`config.mk`:
```
export PLATFORM = sky130hd
export DESIGN_NAME = trap_csr_unit
export DESIGN_NICKNAME = d
export VERILOG_FILES = /design/src/rtl/trap_csr_unit.sv
export SDC_FILE = /design/constraint.sdc
export NUM_CORES = 1
export LEC_CHECK = 0
export ABC_AREA = 1
export BUFFER_PORTS_ARGS = -buffer_cell sky130_fd_sc_hd__buf_2
export CAP_MARGIN = 20
export CORE_MARGIN = 2
export CORE_UTILIZATION = 40
export DETAILED_ROUTE_END_ITERATION = 6
export HOLD_SLACK_MARGIN = 0.03
export SLEW_MARGIN = 25
export SYNTH_ARGS = -nofsm -noshare
export SYNTH_HDL_FRONTEND = slang
export SYNTH_SLANG_ARGS = --single-unit
```
`constraint.sdc`:
```
create_clock -name clk -period 1.8 [get_ports clk]
set_clock_uncertainty 0.05 [all_clocks]
set_input_delay 0.09 -clock clk [delete_from_list [all_inputs] [get_ports clk]]
set_output_delay 0.09 -clock clk [all_outputs]
set_load 0.005 [all_outputs]
```
`src/rtl/trap_csr_unit.sv`:
```
// rtl/trap_csr_unit.sv - machine-mode trap responder and M-mode CSR file
//
// Purpose:
//   Accepts ID-stage trap/MRET requests. On an accepted request it issues a
//   one-cycle redirect pulse with the handler or return target. It owns the
//   mstatus, mtvec, mepc, mcause and mscratch CSRs, and it serves
//   CSRRW/CSRRS/CSRRC accesses from the EX stage.
//
// Ports:
//   clk, rst_n                 clock, asynchronous active-low reset
//   trap_valid, int_cause,     ID trap request: the cause
//   mret, trap_pc              (00 none, 01 illegal, 10 ecall, 11 external),
//                              the MRET flag and the instruction PC
//   csr_en, csr_op, csr_addr,  EX CSR access (01 RW, 10 RS, 11 RC)
//   csr_wdata
//   csr_rdata, csr_illegal     old CSR value (combinational), bad-address flag
//   redirect, redirect_pc      one-cycle PC redirect + IF/ID flush, and its target
//   int_enable                 mstatus.MIE
//
// Configuration macro: TRAP_VECTORED_EN (vectored mtvec mode for external interrupts)

module trap_csr_unit #(
    parameter int unsigned         XLEN        = 32,
    parameter logic [XLEN-1:0]     RESET_MTVEC = 32'h0000_0100,
    parameter int unsigned         EPC_ALIGN   = 2
) (
    input  logic            clk,
    input  logic            rst_n,
    input  logic            trap_valid,
    input  logic [1:0]      int_cause,
    input  logic            mret,
    input  logic [XLEN-1:0] trap_pc,
    input  logic            csr_en,
    input  logic [1:0]      csr_op,
    input  logic [11:0]     csr_addr,
    input  logic [XLEN-1:0] csr_wdata,
    output logic [XLEN-1:0] csr_rdata,
    output logic            csr_illegal,
    output logic            redirect,
    output logic [XLEN-1:0] redirect_pc,
    output logic            int_enable
);

    localparam logic [11:0] ADDR_MSTATUS  = 12'h300;
    localparam logic [11:0] ADDR_MTVEC    = 12'h305;
    localparam logic [11:0] ADDR_MSCRATCH = 12'h340;
    localparam logic [11:0] ADDR_MEPC     = 12'h341;
    localparam logic [11:0] ADDR_MCAUSE   = 12'h342;

    localparam logic [XLEN-1:0] EPC_MASK = ~((XLEN'(1) << EPC_ALIGN) - XLEN'(1));

    typedef enum logic {S_IDLE, S_REDIR} state_t;

    state_t          r_state;
    logic            r_mie;
    logic            r_mpie;
    logic [XLEN-1:0] r_mtvec;
    logic [XLEN-1:0] r_mepc;
    logic [XLEN-1:0] r_mcause;
    logic [XLEN-1:0] r_mscratch;
    logic            r_redirect;
    logic [XLEN-1:0] r_redirect_pc;

    logic [XLEN-1:0] w_mstatus;
    logic [XLEN-1:0] w_old;
    logic            w_legal;
    logic [XLEN-1:0] w_new;
    logic            w_csr_we;
    logic [XLEN-1:0] w_mtvec_wval;
    logic            w_is_exc;
    logic            w_is_ext;
    logic            w_take_trap;
    logic            w_take_mret;
    logic [XLEN-1:0] w_cause_val;
    logic [XLEN-1:0] w_base;
    logic [XLEN-1:0] w_trap_target;

    // CSR read mux: always the pre-edge value
    always_comb begin
        w_mstatus    = '0;
        w_mstatus[3] = r_mie;
        w_mstatus[7] = r_mpie;
        w_old        = '0;
        w_legal      = 1'b1;
        case (csr_addr)
            ADDR_MSTATUS:  w_old = w_mstatus;
            ADDR_MTVEC:    w_old = r_mtvec;
            ADDR_MSCRATCH: w_old = r_mscratch;
            ADDR_MEPC:     w_old = r_mepc;
            ADDR_MCAUSE:   w_old = r_mcause;
            default:       w_legal = 1'b0;
        endcase
    end

    always_comb begin
        w_new = w_old;
        case (csr_op)
            2'b01:   w_new = csr_wdata;
            2'b10:   w_new = w_old | csr_wdata;
            2'b11:   w_new = w_old & ~csr_wdata;
            default: w_new = w_old;
        endcase
    end

    assign w_csr_we    = csr_en && (csr_op != 2'b00) && w_legal;
    assign csr_rdata   = w_old;
    assign csr_illegal = csr_en && !w_legal;

`ifdef TRAP_VECTORED_EN
    // Only mode 00 (direct) and 01 (vectored) are representable; 1x collapses to direct
    assign w_mtvec_wval = {w_new[XLEN-1:2], (w_new[1:0] == 2'b01) ? 2'b01 : 2'b00};
`else
    assign w_mtvec_wval = {w_new[XLEN-1:2], 2'b00};
`endif

    // Trap/MRET acceptance; an external interrupt with MIE clear counts as no cause
    assign w_is_exc    = (int_cause == 2'b01) || (int_cause == 2'b10);
    assign w_is_ext    = (int_cause == 2'b11) && r_mie;
    assign w_take_trap = (r_state == S_IDLE) && trap_valid && (w_is_exc || w_is_ext);
    assign w_take_mret = (r_state == S_IDLE) && trap_valid && mret && !w_take_trap;

    always_comb begin
        w_cause_val = '0;
        case (int_cause)
            2'b01:   w_cause_val[3:0] = 4'd2;
            2'b10:   w_cause_val[3:0] = 4'd11;
            2'b11: begin
                w_cause_val[XLEN-1] = 1'b1;
                w_cause_val[3:0]    = 4'd11;
            end
            default: w_cause_val = '0;
        endcase
    end

    assign w_base = {r_mtvec[XLEN-1:2], 2'b00};

`ifdef TRAP_VECTORED_EN
    assign w_trap_target = ((r_mtvec[1:0] == 2'b01) && (int_cause == 2'b11))
                         ? (w_base + XLEN'(32'h2C)) : w_base;
`else
    assign w_trap_target = w_base;
`endif

    // Trap/MRET updates are ordered after the CSR write so they win for
    // mstatus, mepc and mcause when both land on the same edge.
    always_ff @(posedge clk or negedge rst_n) begin
        if (!rst_n) begin
            r_state       <= S_IDLE;
            r_mie         <= 1'b0;
            r_mpie        <= 1'b0;
            r_mtvec       <= {RESET_MTVEC[XLEN-1:2], 2'b00}
`ifdef TRAP_VECTORED_EN
                           | {{(XLEN-2){1'b0}}, (RESET_MTVEC[1:0] == 2'b01) ? 2'b01 : 2'b00}
`endif
                           ;
            r_mepc        <= '0;
            r_mcause      <= '0;
            r_mscratch    <= '0;
            r_redirect    <= 1'b0;
            r_redirect_pc <= '0;
        end else begin
            if (w_csr_we) begin
                case (csr_addr)
                    ADDR_MSTATUS: begin
                        r_mie  <= w_new[3];
                        r_mpie <= w_new[7];
                    end
                    ADDR_MTVEC:    r_mtvec    <= w_mtvec_wval;
                    ADDR_MSCRATCH: r_mscratch <= w_new;
                    ADDR_MEPC:     r_mepc     <= w_new & EPC_MASK;
                    ADDR_MCAUSE:   r_mcause   <= w_new;
                    default:       ;
                endcase
            end

            case (r_state)
                S_IDLE: begin
                    r_redirect <= 1'b0;
                    if (w_take_trap) begin
                        r_mepc        <= trap_pc & EPC_MASK;
                        r_mcause      <= w_cause_val;
                        r_mpie        <= r_mie;
                        r_mie         <= 1'b0;
                        r_redirect    <= 1'b1;
                        r_redirect_pc <= w_trap_target;
                        r_state       <= S_REDIR;
                    end else if (w_take_mret) begin
                        r_mie         <= r_mpie;
                        r_mpie        <= 1'b1;
                        r_redirect    <= 1'b1;
                        r_redirect_pc <= r_mepc;
                        r_state       <= S_REDIR;
                    end
                end
                S_REDIR: begin
                    r_redirect <= 1'b0;
                    r_state    <= S_IDLE;
                end
                default: begin
                    r_redirect <= 1'b0;
                    r_state    <= S_IDLE;
                end
            endcase
        end
    end

    assign redirect    = r_redirect;
    assign redirect_pc = r_redirect_pc;
    assign int_enable  = r_mie;

endmodule

```
# After elaboration in Yosys (flattened, before gate mapping)
# Index checks and enable logic that the tools add are counted.
# W data, S select, Z words.
[classes] shift=0 add_sub_neg=0 reduce_logical=19 div_mod_pow=0 n_eq_ne=11 mul=0 n_bitwise=4 n_lt_le_gt_ge=0 muxes=28
[ops] cell="$mux W32" n=10
[ops] cell="$pmux W32 S5" n=1
[ops] cell="$pmux W32 S3" n=1
[ops] cell="$eq A12 B10 Y1 const B" n=5
[ops] cell="$and A32 B32 Y32" n=1
[ops] cell="$not A32 Y32" n=1
[ops] cell="$or A32 B32 Y32" n=1
[ops] cell="$mux W1" n=14
[ops] cell="$eq A2 B2 Y1 const B" n=4
[ops] cell="$logic_and A1 B1 Y1" n=8
[ops] cell="$pmux W4 S2" n=1
[ops] cell="$reduce_and A2 Y1" n=3
[ops] cell="$reduce_or A5 Y1" n=1
[ops] cell="$eq A2 B1 Y1 const B" n=2
[ops] cell="$reduce_bool A2 Y1" n=2
[ops] cell="$logic_not A1 Y1" n=2
[ops] cell="$logic_or A1 B1 Y1" n=2
[ops] cell="$pmux W1 S2" n=1
[ops] cell="$reduce_or A2 Y1" n=1
[ops] cell="$not A1 Y1" n=1
[totals] wordCells=70 reg_bits=161 ramBits=0 n_memories=0 mem_bits_ro=0 in_bits=85 out_inout_bits=67 latchBits=0

# Logic depth before layout (Yosys ltp)
[depth] word_depth=9 ltp_mapped=12

# Worst setup path before layout
# No wires, ideal clock.
[synth_path] path_kind="register -> register" from="reg r_mie (netlist: int_enable)" to="reg r_redirect_pc[23] (netlist: redirect_pc[23])" path_slack_ns=0.271 path_buffers=2 arrival_time_ns=1.393 setup_ns=0.087 synth_period_minus_slack_ns=1.529 stages_incl_launch_ff=7 cell_sequence="dfrtp_1 -> a21o_1 -> nand2_1 -> clkbuf_1 -> clkbuf_1 -> nand3_1 -> o211ai_1"
[synth_via] elab_chain_cells=7
[synth_lines] item="start, declared" line="55" text="logic r_mie;"
[synth_lines] item="start signal, assigned" line="165" text="r_mie <= w_new[3];"
[synth_lines] item="start signal, assigned" line="188" text="r_mie <= r_mpie;"
[synth_lines] item="$logic_and A1 B1 Y1 (*)" line="118" text="assign w_is_ext = (int_cause == 2'b11) && r_mie;"
[synth_lines] item="$logic_or A1 B1 Y1 (*)" line="119" text="assign w_take_trap = (r_state == S_IDLE) && trap_valid && (w_is_exc || w_is_ext);"
[synth_lines] item="$logic_and A1 B1 Y1 (*)" line="119"
[synth_lines] item="$logic_not A1 Y1" line="120" text="assign w_take_mret = (r_state == S_IDLE) && trap_valid && mret && !w_take_trap;"
[synth_lines] item="$logic_and A1 B1 Y1" line="120"
[synth_lines] item="$reduce_bool A2 Y1 (no line)"
[synth_lines] item="$reduce_and A2 Y1 (no line)"
[synth_lines] item="end signal, assigned" line="185" text="r_redirect_pc <= w_trap_target;"
[synth_lines] item="end signal, assigned" line="191" text="r_redirect_pc <= r_mepc;"
[synth_lines] item="end, declared" line="62" text="logic [XLEN-1:0] r_redirect_pc;"
# Every way passes the cells marked *; elsewhere a longest branch is shown, timed or not.
# A chain may end at the register's enable or synchronous reset.

# Final worst setup path
[layout_path] from="in csr_addr[5]" to="out csr_rdata[30]"
[layout_via] elab_chain_cells=2
[layout_lines] item="start, declared" line="35" text="input logic [11:0] csr_addr,"
[layout_lines] item="$eq A12 B10 Y1" line="85" text="case (csr_addr)"
[layout_lines] item="$pmux W32 S5 (*)" line="85"
[layout_lines] item="end, declared" line="37" text="output logic [XLEN-1:0] csr_rdata,"
# Marks and branches as above.

==> results by group <==
Yosys
  – Synth top area share: 44.7%
  – Ys Warns: 0
  – Post-synthesis sequential area ratio: 45.0%
  – Ranking of synthesized cells by area: dfrtp_1, nand2_1, nand3_1
  – Post-synth top cells: nand2_1, nand3_1, dfrtp_1, nor2_1, a21oi_1
  – Count of different cell masters after synthesis: 37
  – Post-synth EDFFs: 0
  – #FFs+latches synth: 161
  – Mapped Cells: 1156
  – Most numerous cell in the Yosys netlist: nand2_1
  – Mean post-synth cell area: 7.76 µm²
  – Synth Flop Type: dfrtp_1
  – Async S/R FF share, synth: 100%
  – Post-Syn Nets: 1244
  – Cell area after synthesis: 8960 µm²
  – Largest area contributor in the netlist: dfrtp_1

Detailed routing
  – Initial DRC count: 836
  – Routed wire per std cell: 18.4 µm
  – Total number of vias: 8922
  – Drt total wl: 30200 µm
  – Vias per std cell: 5.44
  – Drt first pass iters: 4
  – ANT nets after route: 0
  – DRC Markers: 0

Worst setup path
  – Critical path peak fanout: 21
  – Type of origin of the critical path: primary input
  – Req. time, crit path: 1.66 ns
  – Cells on worst reg2reg path: 6
  – Critical Path End: csr_rdata[30]
  – Critical path class: in2out
  – Worst reg-to-reg setup slack: 0.27 ns
  – R2R Path End: r_mepc[11]
  – Reg-to-reg critical path startpoint: redirect
  – Crit path cell chain: buf_2, nor2_1, nand2_2, nor2_8, buf_4, nand3_1, buf_4, nand4_1, buf_2
  – CP Launch Point: csr_addr[5]
  – Arr. time, crit path: 1.54 ns
  – Slowest stage delay, CP: 0.31 ns
  – Setup crit end kind: output pin
  – Critical-path top delay cell: buf_4

Clock network
  – Clock root cell: clkbuf_16
  – H-tree depth: 4
  – Clock Tree Buf Depth: 2
  – Clock Latency Late Sink: 0.43 ns
  – CTS sink cnt: 161
  – Clk pin slew, worst setup/hold paths: 0.06 ns
  – Post-CTS setup buffers: 0
  – TritonCTS clock tree: done
  – TritonCTS Buffers: 17

Global routing
  – Largest net degree at the start of global routing: 59
  – GR Layer Usage met2: 42.0%
  – GRT Util Overall: 25.7%
  – Grt total ovfl: 0
  – Global route hottest layer: met2
  – Number of global-route vias before repair: 8857
  – Initial antenna violation count: 0
  – Met3 global-route usage: 4.45%
  – Global-route wire length before repair: 48100 µm
  – M1 GR Usage: 35.2%

Floorplan
  – Die Area: 23600 µm²
  – Core Area: 21900 µm²
  – Initial Util: 41.0%
  – Die Ht: 154 µm
  – # rows: 54
  – # IOs: 152
  – Die X: 154 µm

STA
  – Achievable Freq: 0.596 GHz
  – Tcrit/Tclk final: 93.2%
  – Min cycle time layout: 1.68 ns
  – Setup slack after layout: 0.122 ns
  – Worst slew margin relative to its limit: 59.4%
  – Hold Fails Final Rpt: 0
  – Hold slack final: 0.0478 ns
  – Max Slew Vio Count: 0
  – Slew @ Worst Pin: 0.606 ns
  – Final setup fails: 0
  – Unrepaired setup endpoints after global routing: false

Pwr
  – Pwr Density: 872 nW/µm²
  – Psw: 2.85 mW
  – Peak VDD IR: 634 µV
  – Logic pwr share: 17.0%
  – Clock power frac: 38.9%
  – Switching Share: 28.5%
  – Leak: 5.65 nW
  – Sequential power share: 44.2%
  – Int Pwr: 7.14 mW

Job
  – Max cap viols: 0

Finish
  – Layout cells sized above 1: 23.0%
  – Nets: 1435
  – Antenna fix cells: 0
  – Layout Cells excl Fill: 1640
  – Area delta synth->final: 27.9%

Hold path
  – Worst hold path type: in2reg

Place
  – HPWL after detailed placement: 19100 µm
  – Placed cell count: 1559
  – Placer congestion estimate: 0.884
  – I/O Buffers: 149
  – Placement Setup Slack: -0.0433 ns

Run status
  – Status: finished clean
## per-layer routing
metal / share of wire, % / up-vias
met5: 0 / -
met4: 1.9 / 0
met3: 6.9 / 42
met2: 47 / 341
met1: 44 / 4266
li1: - / 4273
## cells by family (layout without fill, tap and decap cells)
kind of cell,Yosys count,in the layout,share of synthesized area (%)
AOI/OAI and AO/OA,217,217,13.3
adders and majority gates,3,3,0.419
buffers and inverters,146,350,7.55
DFF,161,161,45.0
and+or+nand+nor,629,629,33.7
## repair_timing
action,4_1_cts,5_1_grt
hold endpoints to repair,195,0
gates resized for setup,0,0
setup endpoints to repair,0,0
hold buffers,49,0
## final cells by class
type	instances	area (µm²)
Clock inverter	12	156
Clock buffer	20	467
Fill cell	2129	10400
Sequential cell	161	4030
Timing Repair Buffer	254	1940
Inverter	64	240
Tap cell	280	350
Multi-Input combinational cell	849	4290
## sequential cells by signal (all words and copies together) (netlist names)
register     count
r_mtvec         30
r_mscratch      32
r_mcause        32
r_mpie           1
redirect         1
redirect_pc     32
int_enable       1
r_mepc          32
## worst min-delay path by stage
stage,end,cells after the start,startpoint
after floorplan,int_enable,0,rst_n
after global placement,redirect,1,rst_n
after detailed placement,r_mtvec[31],1,rst_n
after CTS,r_mscratch[29],5,csr_wdata[29]
after global routing,r_mscratch[5],5,csr_wdata[5]
final,r_mscratch[9],5,csr_wdata[9]
## layout by cell type, fill, tap and decap left out, types with 3 or more instances in the layout
cell type / instances
a21oi_1: 70
buf_12: 22
buf_2: 148
buf_4: 34
bufinv_16: 3
clkbuf_16: 17
clkbuf_8: 3
clkinv_1: 3
clkinvlp_4: 4
dfrtp_1: 160
dlygate4sd3_1: 49
ha_1: 3
inv_1: 55
inv_2: 6
nand2_1: 269
nand2_2: 17
nand2_4: 3
nand3_1: 179
nand3_2: 15
nand4_1: 14
nand4_2: 16
nor2_1: 96
nor2_4: 7
nor3_1: 3
o211ai_1: 32
o21ai_0: 56
o21ai_1: 53
or2_2: 3
## through the flow
stage                     utilization [%]  cell area [µm²]  total power, mW  setup TNS, ns
after global routing                 52.4            11500             10.5              0
final                                52.4            11500             10.0              0
after CTS                            52.4            11500             10.1              0
after detailed placement             47.3            10400             6.11        -0.0489
after global placement               47.3            10400             6.08              0
after floorplan                         -             8960             5.27              0
## power groups by stage
stage / Clock (mW) / Combinational, mW / Sequential, mW
floorplan: 0 / 0.847 / 4.42
global placement: 0 / 1.60 / 4.48
detailed placement: 0 / 1.63 / 4.48
CTS: 3.93 / 1.71 / 4.42
global route: 4.09 / 1.90 / 4.48
finish: 3.89 / 1.69 / 4.42
## critical path, delay by kind of cell
family / cells / cell delay [ns]
buffers and inverters: 4 / 0.70
AND/OR/NAND/NOR: 5 / 0.73
Power figures use the tool's default switching activity.
